===== config.mk =====
export PLATFORM = sky130hd
export DESIGN_NAME = parallel_send
export DESIGN_NICKNAME = d
export VERILOG_FILES = /design/src/rtl/parallel_send.sv
export SDC_FILE = /design/constraint.sdc
export NUM_CORES = 1
export LEC_CHECK = 0
export ABC_AREA = 1
export CORE_MARGIN = 3
export CORE_UTILIZATION = 55
export DETAILED_ROUTE_END_ITERATION = 7
export PLACE_DENSITY = 0.84
export SETUP_SLACK_MARGIN = 0.1
export SYNTH_ARGS = -nofsm -noshare
export SYNTH_HDL_FRONTEND = slang
export SYNTH_SLANG_ARGS = --single-unit
export TNS_END_PERCENT = 10

===== constraint.sdc =====
create_clock -name CLK -period 2.41 [get_ports CLK]
set_clock_uncertainty 0.05 [all_clocks]
set_input_delay 0.723 -clock CLK [delete_from_list [all_inputs] [get_ports CLK]]
set_output_delay 0.723 -clock CLK [all_outputs]
set_load 0.005 [all_outputs]

===== src/rtl/parallel_send.sv =====
// ---------------------------------------------------------------------------
// parallel_send
// Transmit-side pattern generator for the 32-bit parallel link test path.
// Each frame has GAP_LEN filler words, then one INIT strobe, then BURST_LEN
// data words. Every filler carries the inverted pattern counter and then
// advances it. Every burst word carries the current pattern value unchanged.
// The far-end checker tracks the same counter. It can therefore validate
// every burst word against its own reference.
//
// Parameters
//   BURST_LEN  data words per burst (1..65535)
//   GAP_LEN    filler words before each INIT (1..65535)
//
// Ports
//   CLK        in   system clock, rising edge
//   RST        in   synchronous reset, active-high (priority over CLR)
//   CLR        in   synchronous clear, same effect as RST
//   EN         in   run enable (level)
//   DOREADY    in   pacing strobe; each high sample permits one word
//   ERR_INJ    in   pulse: corrupt DOUT[0] of the next burst word
//   INIT       out  one-cycle frame-start strobe (registered)
//   DOPUSH     out  word-valid strobe (registered)
//   DOUT       out  word data (registered), valid when DOPUSH=1
//   BUSY       out  high whenever the FSM is not idle
//   BURST_CNT  out  completed bursts, saturating at 16'hFFFF
// ---------------------------------------------------------------------------
module parallel_send #(
    parameter int BURST_LEN = 1024,
    parameter int GAP_LEN   = 4
) (
    input  logic        CLK,
    input  logic        RST,
    input  logic        CLR,
    input  logic        EN,
    input  logic        DOREADY,
    input  logic        ERR_INJ,
    output logic        INIT,
    output logic        DOPUSH,
    output logic [31:0] DOUT,
    output logic        BUSY,
    output logic [15:0] BURST_CNT
);

    typedef enum logic [1:0] {
        IDLE  = 2'd0,
        GAP   = 2'd1,
        INITS = 2'd2,
        BURST = 2'd3
    } state_t;

    localparam logic [15:0] GAP_LAST   = 16'(GAP_LEN - 1);
    localparam logic [15:0] BURST_LAST = 16'(BURST_LEN - 1);

    state_t      state_q, state_d;
    logic [31:0] pattern_q, pattern_d;
    logic [15:0] gap_cnt_q, gap_cnt_d;
    logic [15:0] word_cnt_q, word_cnt_d;
    logic        inj_q, inj_d;
    logic        init_q, init_d;
    logic        push_q, push_d;
    logic [31:0] dout_q, dout_d;
    logic [15:0] burst_cnt_q, burst_cnt_d;
    logic        inj_pend;

    // A pulse that arrives in the same cycle as a burst word already
    // applies to that word. Repeated pulses collapse into one pending flag.
    assign inj_pend = inj_q | ERR_INJ;

    always_comb begin
        state_d     = state_q;
        pattern_d   = pattern_q;
        gap_cnt_d   = gap_cnt_q;
        word_cnt_d  = word_cnt_q;
        inj_d       = inj_pend;
        init_d      = 1'b0;
        push_d      = 1'b0;
        dout_d      = dout_q;
        burst_cnt_d = burst_cnt_q;

        case (state_q)
            IDLE: begin
                if (EN) begin
                    state_d   = GAP;
                    gap_cnt_d = 16'd0;
                end
            end
            GAP: begin
                if (DOREADY) begin
                    push_d    = 1'b1;
                    dout_d    = ~pattern_q;
                    pattern_d = pattern_q + 32'd1;
                    if (gap_cnt_q == GAP_LAST) begin
                        state_d   = INITS;
                        gap_cnt_d = 16'd0;
                    end else begin
                        gap_cnt_d = gap_cnt_q + 16'd1;
                    end
                end
            end
            INITS: begin
                // DOREADY is ignored here on purpose: the pacing slot is lost.
                init_d     = 1'b1;
                state_d    = BURST;
                word_cnt_d = 16'd0;
            end
            BURST: begin
                if (DOREADY) begin
                    push_d = 1'b1;
                    dout_d = pattern_q ^ {31'd0, inj_pend};
                    inj_d  = 1'b0;
                    if (word_cnt_q == BURST_LAST) begin
                        word_cnt_d = 16'd0;
                        gap_cnt_d  = 16'd0;
                        if (burst_cnt_q != 16'hFFFF) begin
                            burst_cnt_d = burst_cnt_q + 16'd1;
                        end
                        // EN is only sampled at frame boundaries.
                        state_d = EN ? GAP : IDLE;
                    end else begin
                        word_cnt_d = word_cnt_q + 16'd1;
                    end
                end
            end
            default: state_d = IDLE;
        endcase
    end

    always_ff @(posedge CLK) begin
        if (RST || CLR) begin
            state_q     <= IDLE;
            pattern_q   <= 32'd0;
            gap_cnt_q   <= 16'd0;
            word_cnt_q  <= 16'd0;
            inj_q       <= 1'b0;
            init_q      <= 1'b0;
            push_q      <= 1'b0;
            dout_q      <= 32'd0;
            burst_cnt_q <= 16'd0;
        end else begin
            state_q     <= state_d;
            pattern_q   <= pattern_d;
            gap_cnt_q   <= gap_cnt_d;
            word_cnt_q  <= word_cnt_d;
            inj_q       <= inj_d;
            init_q      <= init_d;
            push_q      <= push_d;
            dout_q      <= dout_d;
            burst_cnt_q <= burst_cnt_d;
        end
    end

    assign INIT      = init_q;
    assign DOPUSH    = push_q;
    assign DOUT      = dout_q;
    assign BUSY      = (state_q != IDLE);
    assign BURST_CNT = burst_cnt_q;

endmodule

==> flow_metrics.tcl <==
set metrics [dict create \
    synthAdderAreaFrac 0.0204 \
    root_buffer "clkbuf_8" \
    vias 5711 \
    synth_compound_area_frac 0.109 \
    path_delay_family "buffers and inverters" \
    final_hold_viol_count 0 \
    syn_area_per_cell_um2 7.04 \
    die_w_um 112 \
    synth_area_mm2 0.00613 \
    synthSimpleGateAreaFrac 0.314 \
    gp_congestion 0.958 \
    synth_top_area_share 0.382 \
    fin_util 0.707 \
    drive_gt1_frac 0.123 \
    layout_common_cells "nand2_1 (195), nor2_1 (117), dfxtp_1 (114)" \
    outcome "finished clean" \
    start_kind "register" \
    crit_slowest_cell "clkdlybuf4s50_1" \
    fin_crit_ps 2270 \
    max_freq_mhz 440 \
    ys_types 40 \
    pwr_density_cell_mw_per_mm2 607 \
    dpl.hpwl_mm 9.71 \
    relSlewSlack 0.709 \
    worst_slew_pin_slew_ps 433 \
    final_common_cell "nand2_1" \
    num_rows 37 \
    synth_mux_area_frac 0 \
    cts_inserted_buffers 17 \
    grt_first_pass_wirelength_mm 24.1 \
    routed_wl_mm 14.0 \
    ir_drop_v 0.000385 \
    dp.cells 1061 \
    synth_top_area_cell "dfxtp_1" \
    synth_fp_nets 886 \
    numPortBuffers 56 \
    synthTopCellsByArea "dfxtp_1 (38%), nand2_1 (12%), nor2_1 (7.2%), xor2_1 (7.0%), inv_1 (6.9%)" \
    finalCritPeriodShare 0.943 \
    rsz0062_at_grt "yes" \
    clock_path_buffers 2 \
    yosysWarnings 0 \
    drt-initial-drc-count 338 \
    firstDrtPassIters 5 \
    reg2reg_slack_ps 360 \
    clock_latency_ps 510 \
    detail-route-antenna-nets 0 \
    critPathArrivalTime_ps 1500 \
    final_area_mm2 0.00749 \
    cap_violations 0 \
    antennaDiodeCount 0 \
    post-cts-setup-buffers 0 \
    tns_ps 0 \
    finalNonFillerCells 1092 \
    grt_start_max_net_pins 33 \
    post-route-drc-count 0 \
    antenna_found_initial 0 \
    synth-xor-area-share 0.0815 \
    ys_seq_elements 117 \
    worst_ep_required_time_ps 1640 \
    fp.coreArea_mm2 0.0106 \
    synth_top_family_by_area "simple AND/OR/NAND/NOR gates" \
    start_util 0.578 \
    dpl_cell_area_mm2 0.00694 \
    path_clk_slew_ps 60 \
    nNetsFinal 960 \
    wl_per_cell_um 12.9 \
    htreeDepth 4 \
    die_h_um 112 \
    leakage_uw 0.00298 \
    crit_path_end_kind "primary output" \
    grtUsageTotal 0.228 \
    cts_tree "yes" \
    syn2layout_area_growth_pct 22.3 \
    overflow 0 \
    final-max-slew-violation-count 0 \
    via_per_inst 5.23 \
    hold_buffers 0 \
    path_class "reg2out" \
    die_area_mm2 0.0124 \
    ys_seq_area_frac 0.382 \
    crit_buf_inv 1 \
    grt_pass1_vias 5381 \
    finalSetupViolCount 0 \
    syn_inst 870 \
    min_path_type "reg2reg" \
    cts_sinks 117 \
    crit_path_max_fanout 7 \
    crit_chain "clkdlybuf4s50_1" \
    ioPinCount 57 \
    slowest_delay_ps 550 \
]
## worst paths after layout
kind                              startpoint             to  cells after the start
worst max-delay path            BURST_CNT[4]   BURST_CNT[4]                      1
worst min register to register       DOUT[6]        DOUT[6]                      2
worst max register to register    state_q[1]  pattern_q[19]                     11
worst min-delay path                 DOUT[6]        DOUT[6]                      2
## layer usage
metal	GRT usage	routed length (µm)	vias to the layer above	part of all wire
met4	0.0860	214	0	0.015
li1	-	-	2910	-
met2	0.375	6580	154	0.47
met5	0	0	-	0
met1	0.299	6650	2627	0.47
met3	0.0429	596	20	0.042
## cell families (layout without fill, tap and decap cells)
family          count (synthesis)  after routing
fa+ha+maj                      10             10
xor+xnor                       57             57
flops                         117            117
compound gates                113            113
buf+inv                       143            229
simple gates                  430            430
## layout make-up
type / instances / area [µm²]
Timing Repair Buffer: 79 / 757
Tap cell: 136 / 170
Clock inverter: 11 / 105
Clock buffer: 20 / 445
Fill cell: 850 / 3110
Sequential cell: 117 / 2350
Multi-Input combinational cell: 610 / 3220
Inverter: 119 / 447
## per-stage QoR
stage                     total power (µW)  setup WS, ps  hold WS, ps
final                                 4550           138          417
after global routing                  4680          79.4          446
after CTS                             4580           115          421
after detailed placement              2270         -90.0          412
after global placement                2270         -24.6          409
after floorplan                       2160           640          399
## where the power goes
part	total (µW)	switching [µW]	internal, µW	leakage, µW
Sequential	1970	13.3	1960	0.000945
Clock	2320	904	1410	0.000259
Combinational	260	158	102	0.00178
Total	4550	1080	3470	0.00298
## cells in the mapped netlist
cell and instances:
clkbuf_1 12, buf_6 1, ha_1 10, inv_1 113, nand3_1 43, nor2_1 118, o22ai_1 32, o21ai_0 19
nor4_1 1, nand2_4 1, a31oi_1 1, buf_1 3, xor2_1 49, inv_2 6, nor3_2 1, a21oi_2 10
nand3b_2 2, o21ai_1 3, nand4_1 16, o21bai_1 1, nor3_4 1, a21o_1 1, nand3_2 3, o22a_1 1
buf_12 1, nand3b_1 1, nor3_1 12, buf_2 7, nand2_1 195, dfxtp_1 117, nor2_4 8, o21ai_2 2
or2_2 2, nor3b_1 3, a311o_1 1, a21oi_1 41, xnor2_1 8, o2111ai_1 1, nor2_2 6, nand2_2 17
## state kept, by name, indices dropped and copies added, names as in the netlist
name,cells
DOUT,32
DOPUSH,1
BURST_CNT,16
gap_cnt_q,16
pattern_q,32
INIT,1
inj_q,1
state_q,2
word_cnt_q,16
## what timing repair did
action | 4_1_cts | 5_1_grt
endpoints found under the hold margin | 0 | 0
endpoints found under the setup margin | 1 | 5
gates resized for setup | 5 | 1
No activity file was read; power rests on OpenSTA's default activity.
